[src/rtl/pipe_adder.sv]
// Pipelined ripple-chunk adder/subtractor: one CHUNK-bit slice per stage, carry registered
// between stages, a single stall enable (adv) freezing the whole pipe under backpressure.
module pipe_adder #(
    parameter int WIDTH = 32,
    parameter int CHUNK = 8
) (
    input  logic             clk,
    input  logic             rst_n,
    input  logic             in_valid,
    output logic             in_ready,
    input  logic [WIDTH-1:0] a,
    input  logic [WIDTH-1:0] b,
    input  logic             cin,
    input  logic             sub,
    output logic             out_valid,
    input  logic             out_ready,
    output logic [WIDTH-1:0] sum,
    output logic             cout,
    output logic             ovf
);

    localparam int STAGES = WIDTH / CHUNK;

    logic                adv;
    logic [STAGES-1:0]   vld_q;
    logic [STAGES-1:0]   c_q;
    logic [STAGES-1:0]   c_d;
    logic                ovf_q;
    logic                ovf_d;
    // a_q holds operand A with already-added slices overwritten by their result slices
    logic [WIDTH-1:0]    a_q [STAGES];
    logic [WIDTH-1:0]    a_d [STAGES];
    logic [WIDTH-1:0]    b_q [STAGES];

    logic [STAGES-1:0]   v_in_w;
    logic [STAGES-1:0]   c_in_w;
    logic [WIDTH-1:0]    a_in_w [STAGES];
    logic [WIDTH-1:0]    b_in_w [STAGES];

    assign adv      = !vld_q[STAGES-1] || out_ready;
    assign in_ready = adv;

    for (genvar k = 0; k < STAGES; k++) begin : g_stage
        localparam logic [WIDTH-1:0] SLICE_M = WIDTH'({CHUNK{1'b1}}) << (k * CHUNK);
        logic [CHUNK:0] part_w;

        if (k == 0) begin : g_first
            assign v_in_w[k] = in_valid;
            assign a_in_w[k] = a;
            assign b_in_w[k] = sub ? ~b : b;
            assign c_in_w[k] = sub ? ~cin : cin;
        end else begin : g_link
            assign v_in_w[k] = vld_q[k-1];
            assign a_in_w[k] = a_q[k-1];
            assign b_in_w[k] = b_q[k-1];
            assign c_in_w[k] = c_q[k-1];
        end

        assign part_w = {1'b0, a_in_w[k][k*CHUNK +: CHUNK]}
                      + {1'b0, b_in_w[k][k*CHUNK +: CHUNK]}
                      + {{CHUNK{1'b0}}, c_in_w[k]};
        assign c_d[k] = part_w[CHUNK];
        assign a_d[k] = (a_in_w[k] & ~SLICE_M)
                      | (WIDTH'(part_w[CHUNK-1:0]) << (k * CHUNK));

        // The MSB slice of A is still the original operand bit when the last stage computes
        if (k == STAGES - 1) begin : g_last
            assign ovf_d = (a_in_w[k][WIDTH-1] == b_in_w[k][WIDTH-1])
                        && (part_w[CHUNK-1] != a_in_w[k][WIDTH-1]);
        end
    end

    always_ff @(posedge clk or negedge rst_n) begin
        if (!rst_n) begin
            vld_q <= '0;
            c_q   <= '0;
            ovf_q <= 1'b0;
            for (int k = 0; k < STAGES; k++) begin
                a_q[k] <= '0;
                b_q[k] <= '0;
            end
        end else if (adv) begin
            vld_q <= v_in_w;
            c_q   <= c_d;
            ovf_q <= ovf_d;
            for (int k = 0; k < STAGES; k++) begin
                a_q[k] <= a_d[k];
                b_q[k] <= b_in_w[k];
            end
        end
    end

    assign out_valid = vld_q[STAGES-1];
    assign sum       = a_q[STAGES-1];
    assign cout      = c_q[STAGES-1];
    assign ovf       = ovf_q;

endmodule
[config.mk]
export PLATFORM = sky130hd
export DESIGN_NAME = pipe_adder
export DESIGN_NICKNAME = d
export VERILOG_FILES = /design/src/rtl/pipe_adder.sv
export SDC_FILE = /design/constraint.sdc
export NUM_CORES = 1
export LEC_CHECK = 0
export ABC_AREA = 0
export CAP_MARGIN = 40
export CELL_PAD_IN_SITES_DETAIL_PLACEMENT = 0
export CELL_PAD_IN_SITES_GLOBAL_PLACEMENT = 1
export CORE_MARGIN = 8
export CORE_UTILIZATION = 41
export DETAILED_ROUTE_END_ITERATION = 7
export PLACE_DENSITY = 0.77
export SLEW_MARGIN = 5
export SYNTH_ARGS = -nofsm -noshare
export SYNTH_HDL_FRONTEND = slang
export SYNTH_SLANG_ARGS = --single-unit
[constraint.sdc]
create_clock -name clk -period 6.6 [get_ports clk]
set_input_delay 0.99 -clock clk [delete_from_list [all_inputs] [get_ports clk]]
set_output_delay 0.99 -clock clk [all_outputs]
set_load 0.02 [all_outputs]
==> summary.md, run 1 <==
| Metric | Value |
|---|---|
| Yosys reg bits | `roughly 190` |
| Clock tree root driver cell | `clkbuf_16` |
| Initial Util | `between 40% and 50%` |
| PD cells | `around 470 nW/um2` |
| Synthesis-to-layout area growth | `23.1%` |
| Critical-path maximum fanout | `58` |
| Leakage Power | `4.91 nW` |
| Longest Clk Path Bufs | `2` |
| Max Clock Freq | `about 270 MHz` |
| DRT antenna net count | `0` |
| Post-synthesis cell type count | `32` |
| Final Hold Fails | `0` |
| Total gr overflow | `0` |
| Post-route minimum period | `about 3700 ps` |
| Mapped Nets | `just over 1000` |
| Detailed placement HPWL | `between 10000 and 15000 um` |
| Die Area | `25000 um2` |
| Setup CP Type | `in -> out` |
| Final setup violation count | `0` |
| CTS tree | `yes` |
| Gp weighted congestion | `about 0.79` |
| Final setup TNS | `0 ps` |
| Worst EP required | `5610 ps` |
| Die span in x | `~160 um` |
| H-tree depth | `4` |
| Io pins | `106` |
| CTS resizes | `0` |
| Drc violations | `0` |
| WL final | `between 15000 and 20000 um` |
| Die Y-Extent | `about 160 um` |
| Cts hold-fix bufs | `0` |
| TritonCTS Sinks | `185` |
| CP Launch Type | `input pin` |
| Most used cell, CP | `clkdlybuf4s50_1` |
| Fin util | `50.9%` |
| Num rows | `52` |
| WL/cell | `roughly 13 um` |
| Share of cells above drive strength 1 | `4.56%` |
| Max stage delay on crit path | `just over 700 ps` |
| Peak VDD IR | `~0.00018 V` |
| CP Launch Point | `out_ready` |
| Largest net degree at the start of global routing | `between 80 and 90` |
| Crit path arrival time | `between 2000 and 3000 ps` |
| Crit-path cells | `clkdlybuf4s50_1 > nor2b_4 > inv_4 > clkdlybuf4s50_1` |
| First-pass GRT wire length | `about 29000 um` |
| Vias per cell | `4.60` |
| Worst slew pin tran | `just over 800 ps` |
| Reg clk slew, reported paths | `70 ps` |
| Final net count | `between 1000 and 1500` |
| Final period util | `56.5%` |
| Overall track demand over capacity in global routing | `between 10% and 20%` |
| # diodes | `0` |
| Status | `completed` |
| Core box area | `20000 um2` |
| Reg-to-reg startpoint | `c_q[0]$_DFFE_PN0P_` |
| Cell Area, Synth | `about 8300 um2` |
| CTS Buf Count | `17` |
| Syn avg cell area | `approximately 9.1 um2` |
| Seq/Total Area, Yosys | `55.9%` |
| Post-CTS Setup Inserts | `0` |
| # port buffers | `105` |
| Worst skew pair latency | `approximately 420 ps` |
| Critical Path End Type | `output port` |
| Vias in the first global route | `5790` |
| Crit path max-delay cell type | `clkdlybuf4s50_1` |
| Initial drt markers | `~370` |
| Max Cap Viol | `0` |
| HP Class | `in -> async` |
| Fin Clk Skew | `approximately 7.4 ps` |
| Slew headroom | `around 46%` |
| RSZ-0062 raised after global routing | `false` |
| Vias | `about 5900` |
| Initial DRT Pass Iterations | `5` |
| Max-slew violations | `0` |
| Yosys warnings | `0` |
| Initial antenna violation count | `0` |
| Synthesized instance count | `between 900 and 1000` |
-- final timing paths --
path | slack [ps] | cells after the start | end
worst max-delay path | 2870 | 4 | in_ready
worst min-delay path | 460 | 1 | a_in_w[73]$_DFFE_PN0P_
worst max register to register | 4220 | 7 | c_q[1]$_DFFE_PN0P_
worst min register to register | 460 | 1 | vld_q[3]$_DFFE_PN0P_
max in group asynchronous | 5120 | 3 | a_in_w[3]$_DFFE_PN0P_
min in group clk | 460 | 1 | vld_q[3]$_DFFE_PN0P_
-- cell type report --
type	count	area (um2)
fill	1956	9840
sequential	185	4630
multi-input combinational	670	3430
timing repair buffer	114	1180
clock buffer	20	457
tap	270	338
clock inverter	11	124
inverter	8	32.5
-- cells in the final DEF (no fill, tap or decap), types with 2 or more instances in the layout --
cell type        netlist  final
buf_12                 0      2
nor2b_4                1      2
or3_1                  4      4
buf_4                  0      5
o21a_1                 3      3
nand2_1              438    438
clkbuf_8               0      3
clkbuf_16              0     17
bufinv_16              0      2
o31a_1                 2      2
buf_16                 0      2
clkinvlp_4             0      3
nor2b_1                4      3
clkinv_2               0      3
a31oi_1                4      4
a21oi_1               17     17
ha_1                  28     28
o21ai_0               54     54
o21bai_1               2      2
a211oi_1               8      8
fa_1                   8      8
nor3_1                10     10
nand2b_1               4      4
dfrtp_1              185    185
o211ai_1               4      4
clkinv_4               0      3
nor2_1                15     15
inv_1                  7      7
a21o_1                 6      6
clkdlybuf4s50_1        0    103
o31ai_1                4      4
xnor2_1               29     29
xor2_1                20     20
-- cells in the mapped netlist --
cell type,instances,area share (%)
a211oi_1,8,0.72
a21o_1,6,0.54
a21oi_1,17,1.0
a31oi_1,4,0.30
a41oi_1,1,0.11
buf_1,1,0.045
buf_2,27,1.6
clkbuf_1,16,0.72
dfrtp_1,185,56
fa_1,8,1.9
ha_1,28,4.2
inv_1,7,0.32
inv_2,1,0.045
nand2_1,438,20
nand2b_1,4,0.30
nor2_1,15,0.68
nor2b_1,4,0.30
nor2b_4,1,0.17
nor3_1,10,0.60
o211ai_1,4,0.36
o21a_1,3,0.27
o21ai_0,54,3.3
o21bai_1,2,0.18
o311a_1,1,0.12
o311ai_1,1,0.11
o31a_1,2,0.21
o31ai_1,4,0.36
o31ai_2,1,0.15
or2_2,1,0.076
or3_1,4,0.30
xnor2_1,29,3.1
xor2_1,20,2.1
-- stage by stage --
stage,worst slack (ps),total power [mW],area [um2],cells,hold WS [ps]
floorplan,3300,3.18,8280,907,430
global placement,2140,3.75,9520,1243,447
detailed placement,2860,3.81,9620,1247,451
CTS,2850,4.83,10200,1278,465
global route,2790,5.18,10200,1278,473
finish,2870,4.76,10200,1278,459
-- flip-flops by register name, summed over array words and instances (netlist names) --
signal and count:
b_in_w 48, c_q 4, vld_q 4, ovf 1
sum 32, a_in_w 96
-- cell families (layout without fill, tap and decap cells) --
logic type / count (synthesis) / in the layout / share of synthesized area (%)
AND/OR/NAND/NOR: 477 / 477 / 22.3
flip-flops: 185 / 185 / 55.9
AO/OA/AOI/OAI: 108 / 108 / 7.73
buffers and inverters: 52 / 153 / 2.76
XOR/XNOR: 49 / 49 / 5.18
adder cells (fa/ha/maj): 36 / 36 / 6.16
-- critical path: cells and delay by family --
family,cells,cell delay [ps]
buffers and inverters,3,1640
and+or+nand+nor,1,80
-- power breakdown --
group	internal (mW)	switching, mW	leakage [nW]
combinational	0.797	1.02	2.40
clock	0.575	0.422	0.278
sequential	1.64	0.301	2.23
-- metal layers --
layer,GRT usage (%),part of all wire (%),up-vias
li1,-,-,3086
met1,21.5,53,2684
met2,19.8,40,99
met3,3.52,4.8,15
met4,5.66,2.1,0
met5,0,0,-
No activity file was read; power rests on OpenSTA's default activity.
==> inputs of run 2 (changes only) <==
- clock period: 6.6 -> 3.9 ns (I/O delays scaled with it)
==> summary.md, run 2 (synthesis gave the netlist of run 1 again) <==
| Metric | Value |
|---|---|
| Peak VDD IR | `0.000304 V (+65%)` |
| PD cells | `793 nW/um2 (+70%)` |
| Reg-to-reg startpoint | `c_q[0]$_DFFE_PN0P_` |
| Clock tree root driver cell | `clkbuf_16` |
| Worst EP required | `4180 ps (-1430 ps)` |
| Leakage Power | `4.87 nW (-0.70%)` |
| Reg clk slew, reported paths | `70 ps (about the same)` |
| Max stage delay on crit path | `450 ps (-270 ps)` |
| Critical Path End Type | `flop` |
| Gp weighted congestion | `0.822 (+3.9%)` |
| Commonest non-fill, non-tap cell in the layout | `nand2_1` |
| RSZ-0062 raised after global routing | `false` |
| TritonCTS Sinks | `185 (unchanged)` |
| Max reg flops | `96 (unchanged)` |
| First-pass GRT wire length | `29000 um (+0.19%)` |
| H-tree depth | `4 (unchanged)` |
| CTS Buf Count | `17 (unchanged)` |
| Post-route minimum period | `around 2600 ps` |
| Initial antenna violation count | `0 (unchanged)` |
| Overall power | `8.04 mW (+69%)` |
| Largest net degree at the start of global routing | `219 (+150%)` |
| # port buffers | `105 (unchanged)` |
| Cts hold-fix bufs | `0 (unchanged)` |
| Core box area | `20000 um2 (unchanged)` |
| Fin Clk Skew | `6.34 ps (-1.02 ps)` |
| Vias per cell | `4.58 (-0.43%)` |
| Fillers | `1999 (+2.2%)` |
| Worst reg2reg setup slack | `1500 ps (-2720 ps)` |
| Total gr overflow | `0 (unchanged)` |
| Final net count | `1098 (-0.36%)` |
| # diodes | `0 (unchanged)` |
| Max Clock Freq | `between 300 and 400 MHz` |
| Die span in x | `158 um (unchanged)` |
| HP Class | `in -> async` |
| Multi-input gate area | `3430 um2 (unchanged)` |
| Die Area | `25000 um2 (unchanged)` |
| Initial Util | `41.3% (unchanged)` |
| Critical-path maximum fanout | `3 (-95%)` |
| Crit path arrival time | `2840 ps (+100 ps)` |
| Status | `completed` |
| Slew headroom | `37.3% (-8.4 points)` |
| Synthesis-to-layout area growth | `22.4%` |
| CTS resizes | `0 (unchanged)` |
| RR Endpoint | `c_q[1]$_DFFE_PN0P_` |
| Die Y-Extent | `158 um (unchanged)` |
| WL final | `17100 um (+0.15%)` |
| Io pins | `106 (unchanged)` |
| Vias in the first global route | `5678 (-1.9%)` |
| DRT antenna net count | `0 (unchanged)` |
| Overall track demand over capacity in global routing | `14.5% (about the same)` |
| Most used cell, CP | `fa_1` |
| Vias | `5845 (-0.66%)` |
| CP Launch Type | `input pin` |
| Final setup TNS | `0 ps (unchanged)` |
| Final period util | `65.7%` |
| Longest Clk Path Bufs | `2 (unchanged)` |
| Max-slew violations | `0 (unchanged)` |
| Final setup violation count | `0 (unchanged)` |
| Final Instance Area | `10100 um2 (-0.54%)` |
| CTS tree | `yes` |
| Worst slew pin tran | `941 ps (+125 ps)` |
| Crit-path cells | `clkdlybuf4s50_1 > xor2_1 > fa_1 > inv_1 > fa_1 > nor2b_4 > o31a_1 > o311a_1 > o21ai_0 > a31oi_1` |
| Final Hold Fails | `0 (unchanged)` |
| Worst skew pair latency | `430 ps (about the same)` |
| Drc violations | `0 (unchanged)` |
| Setup CP Type | `in -> reg` |
| Max Cap Viol | `0 (unchanged)` |
| Worst reg-to-reg path cell count | `7 (unchanged)` |
| Detailed placement HPWL | `11200 um (-5.2%)` |
| WL/cell | `13.4 um (+0.39%)` |
| Initial DRT Pass Iterations | `4 (-1)` |
| Share of cells above drive strength 1 | `4.38% (-0.19 points)` |
| Most frequent cells in the layout | `nand2_1 (438), dfrtp_1 (185), clkdlybuf4s50_1 (103)` |
| Crit path max-delay cell type | `fa_1` |
| Post-CTS Setup Inserts | `0 (unchanged)` |
| Num rows | `52 (unchanged)` |
| Storage cell area | `4630 um2 (unchanged)` |
| DP Area | `9560 um2 (-0.60%)` |
| Initial drt markers | `354 (-3.5%)` |
==> run 2: metal layers <==
layer	track usage, %	part of all wire, %	vias up
met2	20.2	40	101
li1	-	-	3063
met4	4.85	1.5	0
met5	0	0	-
met3	2.76	4.5	18
met1	22.0	54	2663
==> run 2: metrics by stage <==
stage | cells | worst slack (ps) | utilization, % | hold WS, ps
2_1_floorplan | 907 | 1000 | - | 289
3_3_place_gp | 1243 | 938 | 47.7 | 447
3_5_place_dp | 1243 | 897 | 47.7 | 447
4_1_cts | 1275 | 1340 | 50.6 | 249
5_1_grt | 1275 | 1230 | 50.6 | 257
6_report | 1275 | 1340 | 50.6 | 193
==> run 2: worst max path at each step <==
stage,slack [ps],start,to,depth (start not counted)
global placement,940,b[0],c_q[0]$_DFFE_PN0P_,10
finish,1340,b[0],c_q[0]$_DFFE_PN0P_,10
detailed placement,900,b[0],c_q[0]$_DFFE_PN0P_,10
global route,1230,b[0],a_in_w[70]$_DFFE_PN0P_,10
CTS,1340,b[0],c_q[0]$_DFFE_PN0P_,10
floorplan,1000,sub,a_in_w[70]$_DFFE_PN0P_,11
==> run 2: final cells by class <==
type | instances | area share [%]
clock buffers | 17 | 4.19
clock inverters | 15 | 1.55
flip-flops and latches | 185 | 45.7
well taps | 270 | 3.33
inverters | 8 | 0.321
multi-input cells | 670 | 33.9
repair buffers | 110 | 11.1
==> run 2: worst max-delay path: cells and delay by family <==
family	cells	cell delay, ps
AO/OA/AOI/OAI	4	850
XOR/XNOR	1	160
adder cells (fa/ha/maj)	2	700
buffers and inverters	2	500
AND/OR/NAND/NOR	1	60
==> run 2: where the power goes <==
group          total [mW]  switching (mW)  internal (mW)
Combinational        3.06            1.73           1.33
Sequential           3.28           0.504           2.78
Clock                1.70           0.796          0.906
